[config.mk]
export PLATFORM = sky130hd
export DESIGN_NAME = matrix_result_collector
export DESIGN_NICKNAME = d
export VERILOG_FILES = /design/src/rtl/matrix_result_collector.sv
export SDC_FILE = /design/constraint.sdc
export NUM_CORES = 1
export LEC_CHECK = 0
export ABC_AREA = 1
export BUFFER_PORTS_ARGS = -buffer_cell sky130_fd_sc_hd__clkbuf_2
export CELL_PAD_IN_SITES_DETAIL_PLACEMENT = 1
export CELL_PAD_IN_SITES_GLOBAL_PLACEMENT = 2
export CORE_MARGIN = 2
export CORE_UTILIZATION = 40
export DETAILED_ROUTE_END_ITERATION = 10
export GPL_TIMING_DRIVEN = 0
export PLACE_DENSITY_LB_ADDON = 0.12
export SYNTH_ARGS = -nofsm -noshare
export SYNTH_HDL_FRONTEND = slang
export SYNTH_SLANG_ARGS = --single-unit
[constraint.sdc]
create_clock -name clk -period 4.51 [get_ports clk]
set_input_delay 0.451 -clock clk [delete_from_list [all_inputs] [get_ports clk]]
set_output_delay 0.451 -clock clk [all_outputs]
set_load 0.01 [all_outputs]
[src/rtl/matrix_result_collector.sv]
// Result collector for the sequential FP32 matrix multiplier.
// Captures (z, i, j) results into an MxM store over the z_stb/z_ack
// handshake, then streams the matrix row-major over a valid/ready port.
module matrix_result_collector #(
    parameter  int M  = 4,
    parameter  int DW = 32,
    localparam int IW = (M > 1) ? $clog2(M) : 1
) (
    input  logic          clk,
    input  logic          rst,
    input  logic          start,
    input  logic [DW-1:0] z_in,
    input  logic [IW-1:0] z_i,
    input  logic [IW-1:0] z_j,
    input  logic          z_stb,
    output logic          z_ack,
    input  logic          mul_done,
    output logic [DW-1:0] out_data,
    output logic [IW-1:0] out_row,
    output logic [IW-1:0] out_col,
    output logic          out_valid,
    input  logic          out_ready,
    output logic          out_last,
    output logic          busy,
    output logic          idx_err,
    output logic          incomplete
);

    localparam int              N      = M * M;
    localparam int              PW     = (N > 1) ? $clog2(N) : 1;
    localparam logic [IW:0]     M_IW   = (IW + 1)'(M);
    localparam logic [PW-1:0]   M_PW   = PW'(M);
    localparam logic [PW-1:0]   LAST_P = PW'(N - 1);

    typedef enum logic [1:0] {
        S_IDLE,
        S_COLLECT,
        S_ACK,
        S_DRAIN
    } state_t;

    state_t          state;
    state_t          state_next;

    logic [DW-1:0]   mem [N];
    logic [N-1:0]    written;
    logic            done_pend;
    logic [PW-1:0]   rd_ptr;

    logic            accept;
    logic            idx_ok;
    logic [PW-1:0]   wr_idx;
    logic            beat;
    logic            load;
    logic [PW-1:0]   ld_idx;
    logic            drain_entry;

    // State register.
    // NOTE: all clocked state uses non-blocking assignments so every flop samples pre-edge values.
    always_ff @(posedge clk or negedge rst) begin
        if (!rst) state <= S_IDLE;
        else      state <= state_next;
    end

    // Next-state logic.
    // NOTE: state_next is defaulted first so no path through this block can infer a latch.
    always_comb begin
        state_next = state;
        unique case (state)
            S_IDLE:    if (start) state_next = S_COLLECT;
            S_COLLECT: begin
                if (z_stb)         state_next = S_ACK;
                else if (mul_done) state_next = S_DRAIN;
            end
            S_ACK:     state_next = (done_pend || mul_done) ? S_DRAIN : S_COLLECT;
            S_DRAIN:   if (out_valid && out_ready && out_last) state_next = S_IDLE;
            default:   state_next = S_IDLE;
        endcase
    end

    // Output and control decode: accept/write index, drain load strobe.
    always_comb begin
        busy        = (state != S_IDLE);
        accept      = (state == S_COLLECT) && z_stb;
        idx_ok      = ({1'b0, z_i} < M_IW) && ({1'b0, z_j} < M_IW);
        wr_idx      = PW'(z_i) * M_PW + PW'(z_j);
        beat        = out_valid && out_ready;
        // A new element is loaded on the first drain cycle and after every non-final transfer.
        load        = (state == S_DRAIN) && (!out_valid || (out_ready && !out_last));
        ld_idx      = out_valid ? rd_ptr + PW'(1) : rd_ptr;
        drain_entry = (state != S_DRAIN) && (state_next == S_DRAIN);
    end

    // Result store write port.
    // NOTE: the store has no reset; the written bitmap masks stale contents on drain.
    always_ff @(posedge clk) begin
        if (accept && idx_ok) mem[wr_idx] <= z_in;
    end

    // Handshake, bitmap, sticky flags and registered drain outputs.
    always_ff @(posedge clk or negedge rst) begin
        if (!rst) begin
            z_ack      <= 1'b0;
            written    <= '0;
            done_pend  <= 1'b0;
            idx_err    <= 1'b0;
            incomplete <= 1'b0;
            rd_ptr     <= '0;
            out_data   <= '0;
            out_row    <= '0;
            out_col    <= '0;
            out_valid  <= 1'b0;
            out_last   <= 1'b0;
        end else begin
            z_ack <= accept;

            if (state == S_IDLE && start) begin
                written    <= '0;
                idx_err    <= 1'b0;
                incomplete <= 1'b0;
                done_pend  <= 1'b0;
            end

            if (accept) begin
                if (idx_ok) written[wr_idx] <= 1'b1;
                else        idx_err         <= 1'b1;
                if (mul_done) done_pend <= 1'b1;
            end

            if (drain_entry) begin
                incomplete <= ~(&written);
                rd_ptr     <= '0;
            end

            if (load) begin
                rd_ptr    <= ld_idx;
                out_data  <= written[ld_idx] ? mem[ld_idx] : '0;
                out_row   <= IW'(ld_idx / M_PW);
                out_col   <= IW'(ld_idx % M_PW);
                out_last  <= (ld_idx == LAST_P);
                out_valid <= 1'b1;
            end else if (beat && out_last) begin
                out_valid <= 1'b0;
                out_last  <= 1'b0;
            end
        end
    end

endmodule

# Yosys cells after proc, flatten, opt, wreduce, memory -nomap -nowiden
# Memory sizes are Yosys's and may differ from the RTL's.
# Index checks and enable logic that the tools add are counted.
op_classes:
  n_addsub: 2
  mul: 0
  div: 0
  order_cmp: 3
  eq_ne: 6
  shifts: 0
  muxes: 26
  n_bitwise: 2
  n_reduce_logical: 18
ops:
  columns: ["operator", "count"]
  rows:
  - ["$mux W16", 2]
  - ["$mux W32", 1]
  - ["$or A16 B16 Y16", 1]
  - ["$reduce_and A16 Y1", 1]
  - ["$mux W1", 12]
  - ["$mux W4", 3]
  - ["$lt A4 B5 Y1 const B", 2]
  - ["$mux W2", 5]
  - ["$logic_and A1 B1 Y1", 8]
  - ["$pmux W2 S4", 1]
  - ["$reduce_bool A2 Y1", 4]
  - ["$eq A2 B2 Y1 const B", 3]
  - ["$add A4 B1 Y4 const B", 1]
  - ["$add A4 B2 Y4", 1]
  - ["$bmux W1 S4", 1]
  - ["$demux W1 S4", 1]
  - ["$eq A4 B4 Y1 const B", 1]
  - ["$ge A4 B1 Y1 const B", 1]
  - ["$eq A2 B1 Y1 const B", 1]
  - ["$logic_not A1 Y1", 2]
  - ["$logic_not A2 Y1", 1]
  - ["$logic_or A1 B1 Y1", 2]
  - ["$ne A2 B2 Y1 const B", 1]
  - ["$not A1 Y1", 1]
totals:
  register_bits: 63
  latch_bits: 0
  ramBits: 512
  rom_bits: 0
  inputBits: 42
  output_inout_bits: 42
  elab_cells: 69
  mem_count: 1
memory_table:
  columns: ["memory", "words", "word_bits", "rd", "rd_ports_with_merged_regs", "write_ports", "line", "text"]
  rows:
  - ["mem", 16, 32, 1, 0, 1, "45", "logic [DW-1:0] mem [N];"]

# Longest topological paths before layout
# Gate-level depths: netlist of the first run.
logic_depth:
  ltp_word: 8
  mapped_depth: 13
  depth_no_buf: 11

# Worst setup path before layout of the first run
# No wires, ideal clock.
synth_timing:
  path_kind: "register -> register"
  startpoint: "register state[1]"
  endpoint: "memory mem[10][0], enable pin"
  setup_time_ps: 421
  arrival_time_ps: 2288
  required_time_ps: 4089
  setup_slack_ps: 1801
  path_stages_with_launch: 6
  path_buffers: 0
  period_less_slack_ps: 2709
  path_cell_list: "dfrtp_1 > nor2_1 > nand2_1 > inv_1 > nand3_1 > nor2_1"
synth_between:
  elab_chain_len: 4
synth_lines:
  columns: ["element", "line", "text"]
  rows:
  - ["start: declaration", "42", "state_t state;"]
  - ["start signal: assignment", "62", "else state <= state_next;"]
  - ["$eq A2 B1 Y1", "84", "accept = (state == S_COLLECT) && z_stb;"]
  - ["$logic_and A1 B1 Y1", "84", null]
  - ["via accept", "50", "logic accept;"]
  - ["$mux W1", "97", "if (accept && idx_ok) mem[wr_idx] <= z_in;"]
  - ["$mux W1 (not written as such)", "97", null]
  - ["end: declaration", "45", null]
# The timed path passes the listed nets, and every way through them passes these cells.

# Final worst setup path of the first run
layout_timing:
  startpoint: "register rd_ptr[0]"
  endpoint: "register out_data[24]"
layout_between:
  elab_chain_len: 5
  word_cells_on_any_way: 6
  classes_between: "add/sub (1); mux (4); memory (1)"
layout_lines:
  columns: ["element", "line", "text"]
  rows:
  - ["start: declaration", "48", "logic [PW-1:0] rd_ptr;"]
  - ["start signal: assignment", "136", "rd_ptr <= ld_idx;"]
  - ["$add A4 B1 Y4", "90", "ld_idx = out_valid ? rd_ptr + PW'(1) : rd_ptr;"]
  - ["$mux W4 *", "90", null]
  - ["$bmux W1 S4", "137", "out_data <= written[ld_idx] ? mem[ld_idx] : '0;"]
  - ["$mux W1 (not written as such)", "137", null]
  - ["$mux W32 *", "137", null]
  - ["end signal: assignment", "137", null]
  - ["end: declaration", "18", "output logic [DW-1:0] out_data,"]
# Every way passes the cells marked *; elsewhere a longest branch is shown, timed or not. The select of a mux whose other input is x is not followed.
# A chain may end at the register's enable or synchronous reset.

==> metrics.cfg, run 1 <==
[synthesis]
synth_edf_count = 512
yosysTopAreaCell = edfxtp_1
synth_top_family_by_area = simple AND/OR/NAND/NOR gates
synth_fa_ha_area_share_pct = 0.0535
synth_xor_area_share_pct = 0.0696
ys_types = 29
yosysMostFrequentCell = nand2_1
yosys.area_share.simple_pct = 22.4
avgSynthCellArea_um2 = 11.4
ys_ff_latch = 575
synth_compound_area_share_pct = 0.995
synth_area_um2 = 23400
muxShareOfSynthArea_pct = 0
ys.flop_type = edfxtp_1
yosys_warnings = 0
async_reset_ff_share_pct = 11.0
synth_top_area_share_pct = 65.8
synth-seq-area-share_pct = 72.5
synthTopCellsByCount = 653 x nand2_1, 512 x edfxtp_1, 506 x nand3_1
synth.area.top_cells = edfxtp_1 66%, nand3_1 11%, nand2_1 10%, dfrtp_1 6.7%, buf_2 1.5%
postSynthNetCount = 2089
syn_inst = 2046

[layout]
final_nets = 2257
drive_gt1_share_pct = 13.1
fillers = 6142
area.sequential_um2 = 17000
multiInputGateArea_um2 = 5620
antenna_cells = 0
syn2layout_area_growth_pct = 16.9

[clocking]
htreeDepth = 3
cts_max_path_buffers = 3
cts_buffers = 66
clock-root-buffer = clkbuf_16
clk_pin_slew_ns = 0.06
insertion_delay_ns = 0.61
cts_sinks = 575
tritoncts = built
post_cts.repair.setup_buffers = 0

[floorplan]
core_um2 = 57700
die-area_um2 = 60400
dieHeight_um = 246
start_util_pct = 40.5
io-pin-count = 84
rows = 88
die_w_um = 246

[route]
via_count = 16427
final_antenna_net_count = 0
wl_um = 75300
drc = 0
post_drt_wl_per_cell_um = 24.9
drt-initial-drc-count = 1275
dr.pass1.iters = 5
viasPerCell = 5.42

[power_and_ir_drop]
power_mw = 18.1
peakVddDrop_uv = 368
power_leakage_nw = 10.5
powerDensity_nw_per_um2 = 661

[setup_path]
worstRegToRegCells = 11
r2r_slack_ns = 1.36
cp.arrival_ns = 3.70
crit_slowest_cell = nor2_1
max_stage_delay_ns = 0.51
worst-path-stages = 11
cp_top_family = simple AND/OR/NAND/NOR gates
crit_fanout = 10
worst-setup-path-type = flip-flop to flip-flop
cp-startpoint = rd_ptr[0]
cp-start-kind = flip-flop
path_cells = ha_1, nand2_1, o21ai_1, buf_2, buf_2, nand3_1, nand3_1, nand2_1, nor2_1, nand3_1, nand2_1
end_kind = flip-flop
r2r_start = rd_ptr[0]
cp_num_buf_inv = 2
crit_required_ns = 5.06

[min_path]
whs_path_depth = 2
hold_class = primary input to flip-flop
min_from = mul_done

[sta]
post-route-min-period_ns = 3.15
slew_violations = 0
hold_viol = 0
tns_ns = 0
fin_ws_ns = 1.36
skew_ns = 0.0318
relSlewSlack_pct = 36.8
rsz0062_at_grt = no
fin_crit_sh_pct = 69.9
fmax_ghz = 0.317
worst_pin_slew_ns = 0.947
setup_viol = 0

[global_routing]
grt_use_total_pct = 25.5
grt_pass1_vias = 17152
grt_overflow = 0
grt_max_degree = 37
antenna_found_initial = 0
grt_first_pass_wirelength_um = 112000

[placed_design]
gp_congestion = 0.807
portBuffers = 82
dp_slack_ns = 1.27
dpl.hpwl_um = 51900

[status]
status = complete, no violations

[run]
maxCapViolCount = 0

==> placed cells by master (no fill, tap or decap), types with 17 or more instances in the layout <==
cell,count
clkbuf_2,81
inv_1,92
nand2_1,653
nand3_1,506
dfrtp_1,63
nor2_1,24
edfxtp_1,512
nor2_4,17
clkbuf_16,70
buf_2,72
o22ai_1,18
clkbuf_1,59
==> per-layer routing <==
metal,vias to the layer above,part of all wire [%],track usage [%]
met5,-,0,0
met4,0,2.5,7.34
met3,118,4.3,3.34
met2,414,48,42.4
met1,8456,45,35.2
li1,7439,-,-
==> kinds of logic (layout without fill, tap and decap cells) <==
family                     Yosys count  in the layout
other                                1              1
DFF                                575            575
adders and majority gates            1              1
and+or+nand+nor                   1212           1212
AOI/OAI and AO/OA                   39             39
buffers and inverters              217            436
xor gates and xnor gates             1              1
==> power by group <==
group,leakage (nW),internal [mW],switching [mW]
clock network,1.00,3.05,2.14
registers,5.42,6.09,0.134
logic,4.07,1.77,4.89
==> area by class of cell <==
class	count	area share, %
multi-input cells	1254	20.6
plain buffers	120	2.07
well taps	765	3.50
clock inverters	18	0.567
repair buffers	100	2.96
flip-flops and latches	575	62.0
inverters	97	1.33
clock buffers	101	7.02
==> registers in the layout (all words and copies together), names as in the netlist, 2 cells and up <==
name and count:
written 16, state 2, out_col 2, out_row 2, mem 512, out_data 32
rd_ptr 4
==> final timing paths <==
check,to
max in group asynchronous,out_data[22]
max reg2reg,out_data[24]
min,done_pend
min in group asynchronous,written[10]
max,out_data[24]
min reg2reg,out_col[0]
==> repair_timing <==
item                                   in CTS  in global routing
resized for setup                           0                  0
hold buffers                                1                  0
endpoints found under the hold margin      27                  0
setup endpoints to repair                   0                  0
==> per-stage QoR <==
stage                     hold slack [ns]  instances  util, %  cell area [um2]
after floorplan                     0.155       2046        -            23400
after global placement              0.457       2893     42.9            24700
after detailed placement            0.464       2910     43.8            25300
after CTS                          0.0961       3030     47.4            27300
after global routing                0.112       3030     47.4            27300
final                               0.127       3030     47.4            27300
==> worst register-to-register path, delay by kind of cell (launching register included) <==
family,cells,cell delay (ns)
AND/OR/NAND/NOR,7,1.11
buffers and inverters,2,0.90
AO/OA/AOI/OAI,1,0.40
adder cells (fa/ha/maj),1,0.32
flip-flops,1,0.40
(Power assumes the default switching activity.)
==> run 2, diff against run 1 <==
- clock period: 4.51 -> 3.3 ns (I/O delays scaled with it)
==> run 2 against run 1 <==
  * Clock power rose by 36%
  * Register-to-register slack got worse by 1.3 ns
  * Hold slack got worse by 0.064 ns
  * First-iteration DRC count fell by 2.7%
  * Critical endpoint unchanged
  * Largest power group unchanged
==> metrics.cfg, run 2 (synthesized netlist as in run 1, its figures left out) <==
[status]
status = complete, no violations  ; unchanged

[min_path]
whs_path_depth = 3  ; was 2
min_from = z_stb  ; was mul_done
hold_end = z_ack  ; was done_pend
hold_class = primary input to flip-flop  ; unchanged

[sta]
setup_viol = 0  ; unchanged
hold_viol = 0  ; unchanged
rsz0062_at_grt = no  ; unchanged
skew_ns = 0.0299  ; was 0.0318 ns
slew_violations = 0  ; unchanged
tns_ns = 0  ; unchanged
fin_crit_sh_pct = 98.0  ; was 69.9%
fmax_ghz = 0.309  ; was 0.317 GHz
worst_pin_slew_ns = 0.947  ; about the same
post-route-min-period_ns = 3.23  ; was 3.15 ns
relSlewSlack_pct = 36.9  ; was 36.8%

[placed_design]
dpl.cell_count = 2910  ; unchanged
post_dp_cell_area_um2 = 25300  ; unchanged
gp_congestion = 0.807  ; unchanged
portBuffers = 82  ; unchanged
dpl.hpwl_um = 51900  ; unchanged

[layout]
final_nets = 2258  ; was 2,257
most-common-layout-cells = 653 x nand2_1, 512 x edfxtp_1, 506 x nand3_1  ; unchanged
final_common_cell = nand2_1  ; unchanged
top_register = mem  ; unchanged
fillers = 6141  ; was 6,142
reg_top3 = mem x512, out_data x32, written x16  ; unchanged
fin_cells = 3031  ; was 3,030
antenna_cells = 0  ; unchanged
syn2layout_area_growth_pct = 17.0  ; was 16.9%
largest_reg_flops = 512  ; unchanged
fin_area_um2 = 27400  ; was 27,300 um2
drive_gt1_share_pct = 13.1  ; about the same

[clocking]
post_cts.repair.setup_buffers = 0  ; unchanged
ctsResizeCount = 0  ; unchanged
hold_buffers = 2  ; was 1
cts_sinks = 575  ; unchanged
cts_buffers = 66  ; unchanged
clk_pin_slew_ns = 0.06  ; about the same
htreeDepth = 3  ; unchanged
cts_max_path_buffers = 3  ; unchanged
clock-root-buffer = clkbuf_16  ; unchanged
tritoncts = built  ; unchanged
insertion_delay_ns = 0.61  ; about the same

[power_and_ir_drop]
power_frac_seq_pct = 34.4  ; about the same
netSwitchingFraction_pct = 39.7  ; was 39.6%
power_leakage_nw = 10.5  ; about the same
powerDensity_nw_per_um2 = 904  ; was 661 nW/um2
clockPowerShare_pct = 28.7  ; about the same
p_switching_mw = 9.80  ; was 7.16 mW
combPwrFrac_pct = 36.9  ; about the same
internal_power_mw = 14.9  ; was 10.9 mW
peakVddDrop_uv = 505  ; was 368 uV

[setup_path]
crit_fanout = 10  ; unchanged
crit_required_ns = 3.85  ; was 5.06 ns
r2r_slack_ns = 0.07  ; was 1.36 ns
cp.arrival_ns = 3.78  ; was 3.70 ns
timing.rr.end = out_data[24]  ; unchanged
worst-setup-path-type = flip-flop to flip-flop  ; unchanged
r2r_start = rd_ptr[0]  ; unchanged
cp-start-kind = flip-flop  ; unchanged
end_kind = flip-flop  ; unchanged
worstRegToRegCells = 11  ; unchanged

[global_routing]
antenna_found_initial = 0  ; unchanged
grt_use_total_pct = 25.5  ; unchanged
grt_overflow = 0  ; unchanged
grt_pass1_vias = 17152  ; unchanged
grt_max_degree = 37  ; unchanged
grt_first_pass_wirelength_um = 112000  ; unchanged

[floorplan]
core_um2 = 57700  ; unchanged
io-pin-count = 84  ; unchanged
die-area_um2 = 60400  ; unchanged
dieHeight_um = 246  ; unchanged
rows = 88  ; unchanged
die_w_um = 246  ; unchanged
start_util_pct = 40.5  ; unchanged

[route]
wl_um = 75400  ; was 75,300 um
final_antenna_net_count = 0  ; unchanged
drc = 0  ; unchanged
drt-initial-drc-count = 1241  ; was 1,275
viasPerCell = 5.42  ; about the same
dr.pass1.iters = 5  ; unchanged
post_drt_wl_per_cell_um = 24.9  ; about the same
via_count = 16415  ; was 16,427

[run]
maxCapViolCount = 0  ; unchanged

## run 2: cell types whose count changed in the layout (fill, tap and decap cells not counted)
cell / change
dlygate4sd3_1: +1
## run 2: power by group through the flow
stage	Clock (mW)	Sequential [mW]	Combinational, mW
final	7.08	8.51	9.13
after global routing	7.48	8.54	9.96
after CTS	7.21	8.51	9.18
after detailed placement	0	8.65	9.14
after global placement	0	8.65	8.88
after floorplan	0	8.69	5.23
## run 2: worst max-delay path: stages (launching register included)
cell and delay [ns]:
dfrtp_1 0.40, ha_1 0.32, nand2_1 0.06, o21ai_1 0.44, buf_2 0.52, buf_2 0.41
nand3_1 0.12, nand3_1 0.10, nand2_1 0.06, nor2_1 0.52, nand3_1 0.16, nand2_1 0.09
## run 2: how the worst max path moves through the flow
stage	start	endpoint	depth (start not counted)
3_5_place_dp	rd_ptr[0]	out_data[16]	11
3_3_place_gp	state[1]	mem[14][11]	5
2_1_floorplan	state[1]	mem[10][0]	5
4_1_cts	rd_ptr[0]	out_data[16]	11
5_1_grt	rd_ptr[1]	out_data[28]	10
6_report	rd_ptr[0]	out_data[24]	11
## run 2: through the flow
step | utilization [%] | total power, mW | worst slack (ns) | hold WS (ns)
after floorplan | - | 13.9 | 0.591 | 0.0344
after global placement | 42.9 | 17.5 | -1.59 | 0.457
after detailed placement | 43.8 | 17.8 | 0.0641 | 0.349
after CTS | 47.4 | 24.9 | 0.0544 | 0.0303
after global routing | 47.4 | 26.0 | 0.0340 | 0.0729
final | 47.4 | 24.7 | 0.0664 | 0.0626
## run 2: layer usage
layer  vias to the layer above  part of all wire, %  global-route usage (%)
met2                       387                   48                    42.4
li1                       7442                    -                       -
met4                         0                  2.6                    7.34
met5                         -                    0                       0
met3                       120                  4.2                    3.34
met1                      8466                   45                    35.2
## run 2: final cells by class
type | instances | area [um2] | share of cell area (%)
plain buffers | 120 | 567 | 2.07
clock buffers | 101 | 1920 | 7.01
flip-flops and latches | 575 | 17000 | 62.0
multi-input cells | 1254 | 5620 | 20.5
repair buffers | 101 | 818 | 2.99
inverters | 97 | 364 | 1.33
clock inverters | 18 | 155 | 0.567
well taps | 765 | 957 | 3.50
==> run 3, diff against run 2 <==
- REMOVE_ABC_BUFFERS: not set -> 1
==> run 3 against run 2 <==
  * Cell count shrank 2.6%
  * Utilization grew 0.60 points
  * Register-to-register slack gained 0.12 ns
  * Non-clock buffer count shrank 79
  * Power shrank 1.9%
  * Sequential cell count is the same
  * First-iteration DRC count shrank 23%
  * Critical path type unchanged
  * Largest power group unchanged
==> metrics.cfg, run 3 (synthesized netlist as in run 1, its figures left out) <==
[status]
status = complete, no violations  ; unchanged

[global_routing]
antenna_found_initial = 1  ; was 0
grt_overflow = 0  ; unchanged
grt_max_degree = 120  ; was 37
grt_first_pass_wirelength_um = 104000  ; was 112,000 um
grt_use_total_pct = 23.1  ; was 25.5%
grt_pass1_vias = 16566  ; was 17,152

[route]
wl_um = 68100  ; was 75,400 um
drt-initial-drc-count = 952  ; was 1,241
post_drt_wl_per_cell_um = 23.1  ; was 24.9 um
via_count = 15739  ; was 16,415
final_antenna_net_count = 0  ; unchanged
drc = 0  ; unchanged
dr.pass1.iters = 4  ; was 5
viasPerCell = 5.33  ; was 5.42

[clocking]
cts_sinks = 575  ; unchanged
clk_pin_slew_ns = 0.06  ; about the same
cts_buffers = 61  ; was 66
htreeDepth = 2  ; was 3
clock-root-buffer = clkbuf_16  ; unchanged
tritoncts = built  ; unchanged
insertion_delay_ns = 0.63  ; was 0.61 ns
cts_max_path_buffers = 3  ; unchanged

[floorplan]
die-area_um2 = 60400  ; unchanged
die_w_um = 246  ; unchanged
dieHeight_um = 246  ; unchanged
start_util_pct = 40.5  ; unchanged
io-pin-count = 84  ; unchanged
core_um2 = 57700  ; unchanged
rows = 88  ; unchanged

[setup_path]
cp-startpoint = out_valid  ; was rd_ptr[0]
end_kind = flip-flop  ; unchanged
crit_fanout = 90  ; was 10
r2r_start = out_valid  ; was rd_ptr[0]
worst-setup-path-type = flip-flop to flip-flop  ; unchanged
crit_required_ns = 3.86  ; was 3.85 ns
cp-start-kind = flip-flop  ; unchanged
cp.arrival_ns = 3.67  ; was 3.78 ns

[layout]
final_common_cell = nand2_1  ; unchanged
top_register = mem  ; unchanged
area.sequential_um2 = 17000  ; about the same
fillers = 6055  ; was 6,141
fin_cells = 2952  ; was 3,031
most-common-layout-cells = 649 x nand2_1, 512 x edfxtp_1, 506 x nand3_1  ; was 653 x nand2_1, 512 x edfxtp_1, 506 x nand3_1
drive_gt1_share_pct = 12.2  ; was 13.1%
largest_reg_flops = 512  ; unchanged
syn2layout_area_growth_pct = 18.5  ; was 17.0%
reg_top3 = mem x512, out_data x32, written x16  ; unchanged
final_util_pct = 48.0  ; was 47.4%
final_nets = 2177  ; was 2,258
multiInputGateArea_um2 = 5750  ; was 5620 um2

[sta]
slew_violations = 0  ; unchanged
hold_viol = 0  ; unchanged
skew_ns = 0.0145  ; was 0.0299 ns
relSlewSlack_pct = 17.6  ; was 36.9%
setup_viol = 0  ; unchanged
fin_ws_ns = 0.186  ; was 0.0664 ns
fin_crit_sh_pct = 94.4  ; was 98.0%
rsz0062_at_grt = no  ; unchanged
fmax_ghz = 0.321  ; was 0.309 GHz
post-route-min-period_ns = 3.11  ; was 3.23 ns
worst_pin_slew_ns = 1.23  ; was 0.947 ns

[min_path]
hold_class = primary input to flip-flop  ; unchanged
min_from = z_stb  ; unchanged

[placed_design]
dp_slack_ns = -1.90  ; was 0.0641 ns
dpl.cell_count = 2821  ; was 2,910
portBuffers = 82  ; unchanged
gp_congestion = 0.730  ; was 0.807
dpl.hpwl_um = 39900  ; was 51,900 um

[run]
maxCapViolCount = 0  ; unchanged

[power_and_ir_drop]
peakVddDrop_uv = 506  ; was 505 uV
powerDensity_nw_per_um2 = 876  ; was 904 nW/um2
power_mw = 24.3  ; was 24.7 mW
power_leakage_nw = 10.6  ; was 10.5 nW

[run 3: cell types whose count changed in the layout (fill, tap and decap cells not counted), sizes merged]
cell and delta:
clkinvlp -1, clkbuf -53, clkinv +15, buf -46, bufinv +2, diode +1
nand2 +3
[run 3: worst max-delay path, stage by stage, from the launching register on]
cell and delay (ns):
dfrtp_2 0.50, inv_4 0.22, nand2_8 0.17, nand2_8 0.27, buf_12 0.31, inv_16 0.19
nand2_1 0.14, nand3_1 0.08, nand3_1 0.13, nand3_1 0.18, nand2_8 0.28, buf_16 0.21
nand3_1 0.20, nand2_1 0.10
[run 3: power breakdown]
part           total (mW)  switching [mW]  internal [mW]
Combinational        9.03            5.92           3.11
Clock                6.72            2.85           3.88
Sequential           8.51           0.188           8.32
Total                24.3            8.95           15.3
[run 3: what timing repair did]
action                                  4_1_cts  5_1_grt
resized for setup                            14        1
pin swaps                                     4        2
cloned                                        3        0
hold buffers                                  2        0
endpoints found under the setup margin       35       20
hold endpoints to repair                     20        0
setup buffers                                 3        7
[run 3: metal layers]
| metal | GRT usage [%] | share of wire [%] |
|---|---|---|
| met2 | 40.4 | 50 |
| met1 | 29.8 | 44 |
| met3 | 3.19 | 3.0 |
| met4 | 6.93 | 2.9 |
| met5 | 0 | 0 |
[run 3: stage by stage]
stage | area [um2] | hold slack (ns) | TNS (ns)
2_1_floorplan | 22800 | 0.0344 | -252.72
3_3_place_gp | 24200 | 0.461 | -1531.61
3_5_place_dp | 25500 | 0.322 | -56.96
4_1_cts | 27600 | 0.0179 | 0
5_1_grt | 27700 | 0.0561 | 0
6_report | 27700 | 0.0540 | 0
[run 3: final timing paths]
path / depth (start not counted) / end / slack [ns]
max: 13 / out_data[30] / 0.19
min: 3 / state[1] / 0.05
max reg2reg: 13 / out_data[30] / 0.19
min reg2reg: 2 / out_data[15] / 0.48
max in group asynchronous: 3 / out_data[10] / 2.49
min in group asynchronous: 2 / out_data[12] / 0.20
[run 3: area by class of cell]
cell class | instances | share of cell area (%)
sequential | 575 | 61.2
multi-input combinational | 1257 | 20.8
timing repair buffer | 142 | 6.08
clock buffer | 81 | 6.08
tap | 765 | 3.46
inverter | 97 | 1.42
clock inverter | 34 | 0.994
antenna | 1 | 0.00903
